===== src/rtl/seq_det_pkg.sv =====
// Shared types and default sizing for the serial pattern-detection controller.
package seq_det_pkg;

  typedef enum logic [1:0] {
    IDLE = 2'd0,
    RUN  = 2'd1,
    DONE = 2'd2
  } state_t;

  localparam int DEF_MAX_LEN = 8;
  localparam int DEF_LEN_W   = 4;
  localparam int DEF_CNT_W   = 8;

endpackage


===== src/rtl/seq_det_ctrl_if.sv =====
// Host-side bundle: configuration handshake, run control, serial stream and status.
interface seq_det_ctrl_if #(
  parameter int MAX_LEN = seq_det_pkg::DEF_MAX_LEN,
  parameter int LEN_W   = seq_det_pkg::DEF_LEN_W,
  parameter int CNT_W   = seq_det_pkg::DEF_CNT_W
);

  logic               cfg_valid;
  logic               cfg_ready;
  logic [MAX_LEN-1:0] cfg_pattern;
  logic [LEN_W-1:0]   cfg_len;
  logic               cfg_overlap;
  logic [CNT_W-1:0]   cfg_target;
  logic               start;
  logic               abort;
  logic               din;
  logic               din_valid;
  logic               busy;
  logic               match;
  logic               done;
  logic [CNT_W-1:0]   match_count;

  modport master (
    output cfg_valid, cfg_pattern, cfg_len, cfg_overlap, cfg_target,
    output start, abort, din, din_valid,
    input  cfg_ready, busy, match, done, match_count
  );

  modport slave (
    input  cfg_valid, cfg_pattern, cfg_len, cfg_overlap, cfg_target,
    input  start, abort, din, din_valid,
    output cfg_ready, busy, match, done, match_count
  );

endinterface


===== src/rtl/seq_det_core.sv =====
// Detector datapath: bit history, fill level and the length-masked pattern compare.
module seq_det_core #(
  parameter int MAX_LEN = seq_det_pkg::DEF_MAX_LEN,
  parameter int LEN_W   = seq_det_pkg::DEF_LEN_W
) (
  input  logic               clk,
  input  logic               reset_n,
  input  logic               clear,
  input  logic               shift_en,
  input  logic               din,
  input  logic [MAX_LEN-1:0] pattern,
  input  logic [LEN_W-1:0]   len,
  input  logic               overlap,
  output logic               hit
);

  localparam logic [LEN_W-1:0] MAX_FILL = LEN_W'(MAX_LEN);

  // The oldest history bit only ever feeds the next compare, so it is never stored.
  logic [MAX_LEN-2:0] history_q;
  logic [MAX_LEN-1:0] history_next;
  logic [MAX_LEN-1:0] mask;
  logic [LEN_W-1:0]   fill_q;
  logic [LEN_W-1:0]   fill_next;

  always_comb begin
    history_next = {history_q, din};
    fill_next    = (fill_q == MAX_FILL) ? fill_q : fill_q + 1'b1;
    mask         = '0;
    for (int i = 0; i < MAX_LEN; i++) begin
      if (i < int'(len)) mask[i] = 1'b1;
    end
    hit = shift_en && (fill_next >= len) &&
          ((history_next & mask) == (pattern & mask));
  end

  // A non-overlapping hit consumes its bits by emptying the fill level.
  always_ff @(posedge clk or negedge reset_n) begin
    if (!reset_n) begin
      history_q <= '0;
      fill_q    <= '0;
    end else if (clear) begin
      history_q <= '0;
      fill_q    <= '0;
    end else if (shift_en) begin
      history_q <= history_next[MAX_LEN-2:0];
      fill_q    <= (hit && !overlap) ? '0 : fill_next;
    end
  end

endmodule


===== src/rtl/seq_det_ctrl.sv =====
// Run sequencer for the serial pattern detector: config capture, FSM, match
// counting and the registered match/done pulses.
module seq_det_ctrl
  import seq_det_pkg::*;
#(
  parameter int MAX_LEN = DEF_MAX_LEN,
  parameter int LEN_W   = DEF_LEN_W,
  parameter int CNT_W   = DEF_CNT_W
) (
  input logic           clk,
  input logic           reset_n,
  seq_det_ctrl_if.slave bus
);

  localparam logic [LEN_W-1:0] MAX_FILL = LEN_W'(MAX_LEN);

  state_t             state_q, state_d;
  logic [MAX_LEN-1:0] pattern_q;
  logic [LEN_W-1:0]   len_q, len_clamped;
  logic               overlap_q;
  logic [CNT_W-1:0]   target_q;
  logic [CNT_W-1:0]   count_q, count_d, count_inc;
  logic               match_q, match_d;
  logic               done_q, done_d;
  logic               cfg_accept, clear, shift_en, hit;

  assign bus.cfg_ready   = (state_q == IDLE);
  assign bus.busy        = (state_q == RUN);
  assign bus.match       = match_q;
  assign bus.done        = done_q;
  assign bus.match_count = count_q;

  assign cfg_accept = bus.cfg_valid && (state_q == IDLE);
  assign clear      = (state_q == IDLE) && bus.start;
  assign shift_en   = (state_q == RUN) && bus.din_valid && !bus.abort;

  always_comb begin
    if (bus.cfg_len == '0)
      len_clamped = LEN_W'(1);
    else if (bus.cfg_len > MAX_FILL)
      len_clamped = MAX_FILL;
    else
      len_clamped = bus.cfg_len;
  end

  always_ff @(posedge clk or negedge reset_n) begin
    if (!reset_n) begin
      pattern_q <= '0;
      len_q     <= LEN_W'(1);
      overlap_q <= 1'b1;
      target_q  <= '0;
    end else if (cfg_accept) begin
      pattern_q <= bus.cfg_pattern;
      len_q     <= len_clamped;
      overlap_q <= bus.cfg_overlap;
      target_q  <= bus.cfg_target;
    end
  end

  seq_det_core #(
    .MAX_LEN(MAX_LEN),
    .LEN_W  (LEN_W)
  ) u_core (
    .clk     (clk),
    .reset_n (reset_n),
    .clear   (clear),
    .shift_en(shift_en),
    .din     (bus.din),
    .pattern (pattern_q),
    .len     (len_q),
    .overlap (overlap_q),
    .hit     (hit)
  );

  // Abort wins over a same-edge hit because shift_en is already gated by it.
  always_comb begin
    state_d   = state_q;
    count_d   = count_q;
    count_inc = count_q + 1'b1;
    match_d   = 1'b0;
    done_d    = 1'b0;
    case (state_q)
      IDLE: begin
        if (bus.start) begin
          count_d = '0;
          state_d = RUN;
        end
      end
      RUN: begin
        if (bus.abort) begin
          state_d = IDLE;
        end else if (shift_en && hit) begin
          match_d = 1'b1;
          if (target_q == '0) begin
            if (count_q != '1) count_d = count_inc;
          end else begin
            count_d = count_inc;
            if (count_inc == target_q) begin
              done_d  = 1'b1;
              state_d = DONE;
            end
          end
        end
      end
      DONE:    state_d = IDLE;
      default: state_d = IDLE;
    endcase
  end

  always_ff @(posedge clk or negedge reset_n) begin
    if (!reset_n) begin
      state_q <= IDLE;
      count_q <= '0;
      match_q <= 1'b0;
      done_q  <= 1'b0;
    end else begin
      state_q <= state_d;
      count_q <= count_d;
      match_q <= match_d;
      done_q  <= done_d;
    end
  end

endmodule

===== src/flat_wrapper.sv =====
// flat-port wrapper written by rule: the top's interface ports become plain ports
module seq_det_ctrl_flat import seq_det_pkg::*;
#(
  parameter int MAX_LEN = DEF_MAX_LEN,
  parameter int LEN_W   = DEF_LEN_W,
  parameter int CNT_W   = DEF_CNT_W
)
  (clk, reset_n, bus_cfg_valid, bus_cfg_pattern, bus_cfg_len, bus_cfg_overlap, bus_cfg_target, bus_start, bus_abort, bus_din, bus_din_valid, bus_cfg_ready, bus_busy, bus_match, bus_done, bus_match_count);
  seq_det_ctrl_if #(.MAX_LEN(MAX_LEN), .LEN_W(LEN_W), .CNT_W(CNT_W)) bus_i ();
  input logic clk;
  input logic reset_n;
  input wire logic [$bits(bus_i.cfg_valid)-1:0] bus_cfg_valid;
  input wire logic [$bits(bus_i.cfg_pattern)-1:0] bus_cfg_pattern;
  input wire logic [$bits(bus_i.cfg_len)-1:0] bus_cfg_len;
  input wire logic [$bits(bus_i.cfg_overlap)-1:0] bus_cfg_overlap;
  input wire logic [$bits(bus_i.cfg_target)-1:0] bus_cfg_target;
  input wire logic [$bits(bus_i.start)-1:0] bus_start;
  input wire logic [$bits(bus_i.abort)-1:0] bus_abort;
  input wire logic [$bits(bus_i.din)-1:0] bus_din;
  input wire logic [$bits(bus_i.din_valid)-1:0] bus_din_valid;
  output wire logic [$bits(bus_i.cfg_ready)-1:0] bus_cfg_ready;
  output wire logic [$bits(bus_i.busy)-1:0] bus_busy;
  output wire logic [$bits(bus_i.match)-1:0] bus_match;
  output wire logic [$bits(bus_i.done)-1:0] bus_done;
  output wire logic [$bits(bus_i.match_count)-1:0] bus_match_count;
  assign bus_i.cfg_valid = bus_cfg_valid;
  assign bus_i.cfg_pattern = bus_cfg_pattern;
  assign bus_i.cfg_len = bus_cfg_len;
  assign bus_i.cfg_overlap = bus_cfg_overlap;
  assign bus_i.cfg_target = bus_cfg_target;
  assign bus_i.start = bus_start;
  assign bus_i.abort = bus_abort;
  assign bus_i.din = bus_din;
  assign bus_i.din_valid = bus_din_valid;
  assign bus_cfg_ready = bus_i.cfg_ready;
  assign bus_busy = bus_i.busy;
  assign bus_match = bus_i.match;
  assign bus_done = bus_i.done;
  assign bus_match_count = bus_i.match_count;
  seq_det_ctrl #(.MAX_LEN(MAX_LEN), .LEN_W(LEN_W), .CNT_W(CNT_W)) u_core (.clk(clk), .reset_n(reset_n), .bus(bus_i));
endmodule

===== config.mk =====
export PLATFORM = sky130hd
export DESIGN_NAME = seq_det_ctrl_flat
export DESIGN_NICKNAME = d
export VERILOG_FILES = /design/src/rtl/seq_det_pkg.sv /design/src/rtl/seq_det_ctrl_if.sv /design/src/rtl/seq_det_core.sv /design/src/rtl/seq_det_ctrl.sv /design/src/flat_wrapper.sv
export SDC_FILE = /design/constraint.sdc
export NUM_CORES = 1
export LEC_CHECK = 0
export BUFFER_PORTS_ARGS = -buffer_cell sky130_fd_sc_hd__buf_2
export CORE_MARGIN = 5
export CORE_UTILIZATION = 30
export DETAILED_ROUTE_END_ITERATION = 10
export GPL_ROUTABILITY_DRIVEN = 0
export PLACE_DENSITY = 0.44
export SYNTH_ARGS = -nofsm -noshare
export SYNTH_HDL_FRONTEND = slang
export SYNTH_SLANG_ARGS = --single-unit
export TNS_END_PERCENT = 30

===== constraint.sdc =====
create_clock -name clk -period 6.1 [get_ports clk]
set_input_delay 0.915 -clock clk [delete_from_list [all_inputs] [get_ports clk]]
set_output_delay 0.915 -clock clk [all_outputs]
set_load 0.01 [all_outputs]

-- Yosys cells after proc, flatten, opt, wreduce, memory -nomap -nowiden
Cells that the tools add are included.
- input bits: 28
- register bits after elaboration: 44
- add/sub/neg operators: 2
- equality and inequality tests: 12
- mux-type cells: 36
- bitwise gates (word level): 2
- magnitude comparators: 10
- reduce and logical (&&, ||, !) cells: 17
- operators with widths (cell ; count):
    2-to-1 mux 8 bit ; 5
    2-to-1 mux 4 bit ; 6
    bitwise AND 8 bit ; 2
    equality test 8 bit ; 2
    less-than comparator 3 x 4 -> 1 bit, first input constant ; 4
    2-to-1 mux 1 bit ; 16
    case mux 8 bit (2 select lines) ; 1
    2-to-1 mux 7 bit ; 2
    2-to-1 mux 2 bit ; 5
    adder 8 x 1 -> 8 bit, second input constant ; 1
    logical AND 1 bit ; 8
    logical NOT 8 bit ; 1
    less-than comparator 1 x 4 -> 1 bit, first input constant ; 2
    less-than comparator 2 x 4 -> 1 bit, first input constant ; 2
    != test 8 bit, second input constant ; 1
    != test 3 x 2 -> 1 bit, second input constant ; 2
    != test 3 bit, second input constant ; 2
    AND reduction 5 bit ; 1
    adder 4 x 1 -> 4 bit, second input constant ; 1
    equality test 4 bit, second input constant ; 1
    greater-or-equal comparator 4 bit ; 1
    > comparator 4 bit, second input constant ; 1
    logical NOT 4 bit ; 1
    != test 2 bit, second input constant ; 2
    7 further kinds ; 9

-- Longest topological paths before layout
Gate-level depths: netlist (run 1).
- word-level depth: 9
- mapped depth: 12
- gate-level depth less buffers: 12

-- Modules after synthesis
Synthesis (run 1) repeated with hierarchy kept, for this count alone.
- cell total of the unflattened synthesis: 275
- area total of the unflattened synthesis: 2469.9 sq um
- modules (own cells, without submodules) (module ; area each (sq um) ; times used ; cells each ; seq. area each (sq um)):
    seq_det_ctrl ; 1676.6 ; 1 ; 188 ; 828.3
    seq_det_core ; 793.3 ; 1 ; 87 ; 275.3

-- Least setup slack after synthesis (run 1)
No wires, ideal clock.
- path kind: register -> register
- start: register u_core.u_core.fill_q[0]
- end: register u_core.count_q[1], in the netlist u_core.bus.match_count[1]
- data required time: 5977 ps
- arrival time: 2323 ps
- slack: 3654 ps
- buffers on the path: 0
- cell stages (with the launch flop): 13
- period minus slack after synthesis: 2446 ps
- cells stage by stage: dfrtp_1 > inv_1 > ha_1 > nand2_1 > nor2_1 > xnor2_1 > ha_1 > nand2b_1 > a2111oi_0 > a311o_1 > nor3_1 > nand2_1 > mux2i_1
- word-level cells in the longest chain between the ends: 8
- elaborated cells between the ends (all ways): 9
- classes of those cells: add/sub (1); order compare (1); eq/ne (2); mux (1); reduce/logical (4)
- ends and longest elaborated chain (what ; line ; RTL):
    start: declaration ; seq_det_core.sv:23 ; logic [LEN_W-1:0] fill_q;
    start signal: assignment ; seq_det_core.sv:47 ; fill_q <= (hit && !overlap) ? '0 : fill_next;
    adder 4 x 1 -> 4 bit / equality test 4 bit (equally long branches) ; seq_det_core.sv:28 ; fill_next = (fill_q == MAX_FILL) ? fill_q : fill_q + 1'b1;
    2-to-1 mux 4 bit * ; seq_det_core.sv:28 ;
    greater-or-equal comparator 4 bit * ; seq_det_core.sv:33 ; hit = shift_en && (fill_next >= len) &&
    logical AND 1 bit * (2 in a row) ; seq_det_core.sv:33 ;
    logical AND 1 bit * ; seq_det_ctrl.sv:92 ; end else if (shift_en && hit) begin
    != test 2 x 1 -> 1 bit (no source line) * ; -- ;
    AND reduction 5 bit (no source line) * ; -- ;
    end signal: assignment ; seq_det_ctrl.sv:118 ; count_q <= count_d;
    end: declaration ; seq_det_ctrl.sv:22 ; logic [CNT_W-1:0] count_q, count_d, count_inc;
Every way passes the cells marked *; elsewhere a longest branch is shown, timed or not.
A chain may end at the register's enable or synchronous reset.

-- Worst setup path after layout (run 1)
Same ends and word-level chain as after synthesis.

==> results.md, run 1 <==
* Vias in the first global route at 1758
* H-Tree Level Count at 2
* Final ANT Viol Nets at 0
* Register area at 1104 µm²
* Critical path's top delay family: simple AND/OR/NAND/NOR gates
* Max clock buf depth at 2
* Post-DP HPWL at 3981 µm
* Netlist cell types at 40
* DR iter-0 viols at 50
* Critical path cell sequence: inv_1, ha_1, nand2_1, nor2_1, xnor2_1, ha_1, nand2b_1, a2111oi_0, a311o_1, nor3_1, nand2_1, mux2i_1
* DR pass1 iterations at 6
* Fin. Hold Viols at 0
* Fin Hold WS at 524.7 ps
* First-pass GRT wire length at 8797 µm
* Worst Path Required at 6290 ps
* Max VDD drop at 121.0 µV
* Kind of critical path: register to register
* Mapped cell area at 2354 µm²
* Max-slew violations at 0
* DRC Markers at 0
* Status: finished clean
* RSZ-0062 raised after global routing: false
* Post-CTS setup buffers at 0
* Fin crit period at 2839 ps
* Input/output buffers at 39
* Crit-path max FO at 7
* Worst-skew pair later-pin latency at 300 ps
* Area of the multi-input gates at 1175 µm²
* Endpoints failing setup at 0
* Maxcap violations at 0
* Setup Skew at 7.522 ps
* Post-synth top area cell: dfrtp_1
* Most frequent cell after synthesis: dfrtp_1
* Via density at 4.870
* CTS tree: yes
* Fillers at 818
* Cts repair resizes at 0
* Hold-fix buffer count after cts at 0
* Initial antenna violation count at 0
* Ys async rst share at 100.0%
* TNS Setup at 0 ps
* Width of the die at 98.57 µm
* Top cell type's share of synthesized area at 44.66%
* Power Density at 299.8 nW/µm²
* Max Freq at 352.3 MHz
* Critical Path Sink Type: register
* Main synth FF type: dfrtp_1
* Vias at 1797
* CP arrival at 3030 ps
* Fin nets at 301
* FF+latch count, synth at 44
* Syn Nets at 259
* Tot Pwr at 844.4 µW
* Synth Warn # at 0
* Top-Level Pins at 40
* Relative slew slack at 32.85%
* Site Rows at 32
* Worst hold path type: register to register
* Die height at 98.57 µm
* CP max-delay cell: nor3_1
* Clock root buffer: clkbuf_8
* Clock sink count at 44
* All-Layer GR Usage at 11.22%
* Clk slew on worst S/H paths at 90 ps
* Total Routed Length at 5447 µm
* Post-Syn Area per Cell at 10.51 µm²
* Critical Path Source Type: register
* Largest stage delay on the critical path at 700 ps
* Synth area leaders: dfrtp_1, mux2_2, nand2_1, xnor2_1, o21ai_0
* Post-Syn Instances at 224
* Starting Density at 30.62%
* Crit path buffers/inverters at 1
* EDFF count, synth at 0
* Worst-margin pin slew at 1005 ps
* Antenna cells at 0
* Num CTS Buffers at 5
* Fraction of layout cells with a size suffix above 1 at 28.46%
* DIE AREA at 9716 µm²
* Leak Pwr at 1.289 nW
* Largest net degree at the start of global routing at 45
* Routed WL per cell at 14.76 µm
* Register area share after synthesis at 46.89%
* P&R area growth vs syn at 19.67%
* Tcrit/Tclk final at 46.53%
* Total gr overflow at 0
* Core box area at 7687 µm²
* Post-synth top cells: dfrtp_1, nand2_1, mux2_2, o21ai_0
[where the power goes]
| part | switching, mW | internal (mW) | total (mW) | leakage [nW] |
|---|---|---|---|---|
| clock | 0.107 | 0.205 | 0.312 | 0.0784 |
| sequential | 0.0352 | 0.330 | 0.365 | 0.563 |
| combinational | 0.0898 | 0.0777 | 0.168 | 0.647 |
| total | 0.232 | 0.612 | 0.844 | 1.29 |
[state kept, by name (all words and copies together) (netlist names)]
name and flops:
u_core.target_q 8, u_core.u_core.history_q 7, u_core.pattern_q 8, u_core.u_core.fill_q 4
u_core.bus.match 1, u_core.overlap_q 1, u_core.bus.match_count 8, u_core.len_q 4
u_core.bus.done 1, u_core.state_q 2
[area by class of cell]
class / instances / share of cell area (%)
multi-input combinational: 162 / 41.71
sequential: 44 / 39.18
timing repair buffer: 40 / 7.197
tap: 102 / 4.531
clock inverter: 3 / 3.199
clock buffer: 5 / 2.443
inverter: 13 / 1.733
[per-layer routing]
| metal | track usage (%) | up-vias | wire (µm) |
|---|---|---|---|
| met5 | 0 | - | 0 |
| met4 | 3.046 | 0 | 57 |
| met3 | 2.619 | 6 | 267 |
| met2 | 17.16 | 46 | 2580 |
| met1 | 15.93 | 870 | 2541 |
| li1 | - | 875 | - |
[cells in the final DEF (no fill, tap or decap), types with 2 or more instances in the layout]
cell type,instances
dfstp_2,2
dfrtp_1,42
o21ai_2,2
inv_1,13
nand2b_1,4
o31ai_1,3
o21a_1,2
clkbuf_8,5
xnor2_1,11
bufinv_16,3
a31oi_1,6
xor2_1,10
mux2i_1,3
a22o_1,3
buf_2,39
o211ai_1,3
or4_1,2
nor2_1,13
nand2_1,28
mux2_2,18
ha_1,7
nor4_1,2
a21oi_1,4
nand3_1,6
and3_1,2
o21ai_0,18
[worst paths after layout]
path | startpoint | endpoint | slack, ps | cells after the start
worst max-delay path | u_core.u_core.fill_q[0]$_DFFE_PN0P_ | u_core.bus.match_count[1]$_DFFE_PN0P_ | 3260 | 12
worst min-delay path | u_core.len_q[0]$_DFFE_PN1P_ | u_core.len_q[0]$_DFFE_PN1P_ | 520 | 2
worst max register to register | u_core.u_core.fill_q[0]$_DFFE_PN0P_ | u_core.bus.match_count[1]$_DFFE_PN0P_ | 3260 | 12
worst min register to register | u_core.len_q[0]$_DFFE_PN1P_ | u_core.len_q[0]$_DFFE_PN1P_ | 520 | 2
max in group asynchronous | reset_n | u_core.len_q[1]$_DFFE_PN0P_ | 4710 | 1
min in group asynchronous | reset_n | u_core.pattern_q[4]$_DFFE_PN0P_ | 770 | 1
[stage by stage]
stage | util (%) | worst slack [ps] | cells | instance area (µm²)
CTS | 36.64 | 3234 | 369 | 2816
detailed placement | 34.57 | 3245 | 361 | 2658
floorplan | - | 3654 | 224 | 2354
global route | 36.64 | 2976 | 369 | 2816
global placement | 34.57 | 3226 | 361 | 2658
finish | 36.64 | 3261 | 369 | 2816
[cells by family (layout without fill, tap and decap cells)]
group                    Yosys count  count (layout)  synth area share (%)
XOR/XNOR                          21              21                 7.815
flip-flops                        44              44                 46.89
adder cells (fa/ha/maj)            7               7                 3.721
multiplexers                      21              21                 9.888
buffers and inverters             18              61                 3.190
AO/OA/AOI/OAI                     49              49                 14.89
AND/OR/NAND/NOR                   64              64                 13.61
[worst min-delay path: stages, from the launching register on]
cell	delay [ps]
dfstp_2	410
nand2_1	60
o31ai_1	60
Power figures use the tool's default switching activity.
==> run 2: changes to the inputs <==
Clock period 6.1 ns to 2.68 ns, I/O delays scaled along.
==> results.md, run 2 (same netlist as run 1, synthesis figures left out) <==
* Status: finished clean
* Top-Level Pins at 40
* Register area at 1104 µm²
* Most common cell after layout, fill and taps aside: dfrtp_1
* Via density at 4.795
* Starting Density at 30.62%
* Combinational power share at 27.7%
* Final ANT Viol Nets at 0
* Core Util, Final at 37.92%
* Vias at 1822
* P&R area growth vs syn at 23.87%
* Total Routed Length at 5488 µm
* DR pass1 iterations at 4
* Fin. Hold Viols at 0
* Clock root buffer: clkbuf_8
* Worst-margin pin slew at 485.1 ps
* Fin Hold WS at 57.26 ps
* Die height at 98.57 µm
* Clock power share at 24.5%
* Total gr overflow at 0
* Core box area at 7687 µm²
* CTS tree: yes
* Critical Path Sink Type: register
* Leak Pwr at 1.330 nW
* Worst-skew pair later-pin latency at 290 ps
* Post-DP HPWL at 4179 µm
* Antenna cells at 0
* Max-slew violations at 0
* Critical Path Source Type: register
* Fin nets at 312
* Width of the die at 98.57 µm
* Seq pwr share at 47.8%
* Hold-fix buffer count after cts at 0
* Dpl cells at 368
* Tcrit/Tclk final at 96.07%
* Power Density at 591.6 nW/µm²
* Max Freq at 388.4 MHz
* Num CTS Buffers at 5
* Max clock buf depth at 2
* Sw Pwr at 525.3 µW
* RSZ-0062 raised after global routing: true
* Setup Skew at 6.443 ps
* Clock sink count at 44
* All-Layer GR Usage at 11.47%
* Area of the multi-input gates at 1260 µm²
* H-Tree Level Count at 2
* Switching Share at 30.45%
* Clk slew on worst S/H paths at 80 ps
* Maxcap violations at 0
* Initial antenna violation count at 0
* Worst Path Required at 2860 ps
* TNS Setup at 0 ps
* DRC Markers at 0
* DR iter-0 viols at 59
* Crit-path max FO at 6
* Fillers at 811
* CP arrival at 2760 ps
* Kind of critical path: register to register
* Site Rows at 32
* Int Power at 1.200 mW
* First-pass GRT wire length at 9018 µm
* Routed WL per cell at 14.44 µm
* Relative slew slack at 67.66%
* Endpoints failing setup at 0
* Input/output buffers at 39
* DIE AREA at 9716 µm²
* Fin crit period at 2575 ps
* Largest net degree at the start of global routing at 24
* Max VDD drop at 182.3 µV
* Final std cells w/o fill at 380
* Worst hold path type: primary input to asynchronous set/reset pin
* Fraction of layout cells with a size suffix above 1 at 34.53%
* Most frequent cells in the layout: dfrtp_1, buf_2, nand2_1
* Vias in the first global route at 1838
## run 2: changes by cell type in the layout (fill, tap and decap cells not counted), sizes merged
cell / change
buf: +11
clkbuf: +3
bufinv: -3
## run 2: per-layer routing
metal  vias up  wire, µm  track usage [%]
met3         6       179            2.477
met1       886      2601            15.39
li1        897         -                -
met2        33      2614            18.25
met5         -         0                0
met4         0        93            4.097
## run 2: layout make-up
type	instances	area share (%)
multi-input combinational	162	43.22
sequential	44	37.85
timing repair buffer	51	9.785
tap	102	4.378
clock buffer	8	3.090
inverter	13	1.674
## run 2: final timing paths
| kind | startpoint | end | slack, ps | cells past startpoint |
|---|---|---|---|---|
| setup / recovery | u_core.u_core.fill_q[1]$_DFFE_PN0P_ | u_core.u_core.fill_q[1]$_DFFE_PN0P_ | 110 | 12 |
| hold / removal | reset_n | u_core.u_core.history_q[3]$_DFFE_PN0P_ | 60 | 1 |
| setup reg to reg | u_core.u_core.fill_q[1]$_DFFE_PN0P_ | u_core.u_core.fill_q[1]$_DFFE_PN0P_ | 110 | 12 |
| hold reg to reg | u_core.len_q[0]$_DFFE_PN1P_ | u_core.len_q[0]$_DFFE_PN1P_ | 530 | 2 |
| max in group asynchronous | reset_n | u_core.overlap_q$_DFFE_PN1P_ | 1880 | 2 |
| min in group clk | bus_cfg_len[3] | u_core.len_q[0]$_DFFE_PN1P_ | 290 | 2 |
## run 2: repair_timing
| item | in CTS | in global routing |
|---|---|---|
| endpoints found under the setup margin | 8 | 13 |
| setup buffers | 0 | 4 |
| pin swaps | 0 | 12 |
| resized for setup | 1 | 17 |
## run 2: stage by stage
| step | total power, mW | cell area (µm²) | worst slack [ps] |
|---|---|---|---|
| floorplan | 1.105 | 2354 | 233.9 |
| global placement | 1.248 | 2710 | -79.94 |
| detailed placement | 1.246 | 2710 | -98.86 |
| CTS | 1.679 | 2805 | 26.31 |
| global route | 1.838 | 2915 | -38.88 |
| finish | 1.725 | 2915 | 105.3 |
## run 2: critical path, cell delays in order, from the launching register on
cell,delay [ps]
dfrtp_1,400
inv_1,70
ha_2,160
nand2_2,60
nor2_1,120
xnor2_1,100
ha_1,280
nand2b_4,120
a2111oi_4,60
a311o_1,350
a211o_4,330
o21a_4,220
a22o_1,180
## run 2: power by group through the flow
stage	combinational [mW]	clock (mW)	sequential, mW
floorplan	0.290	0	0.816
global route	0.529	0.471	0.837
finish	0.478	0.422	0.825
CTS	0.411	0.442	0.825
global placement	0.409	0	0.839
detailed placement	0.407	0	0.839
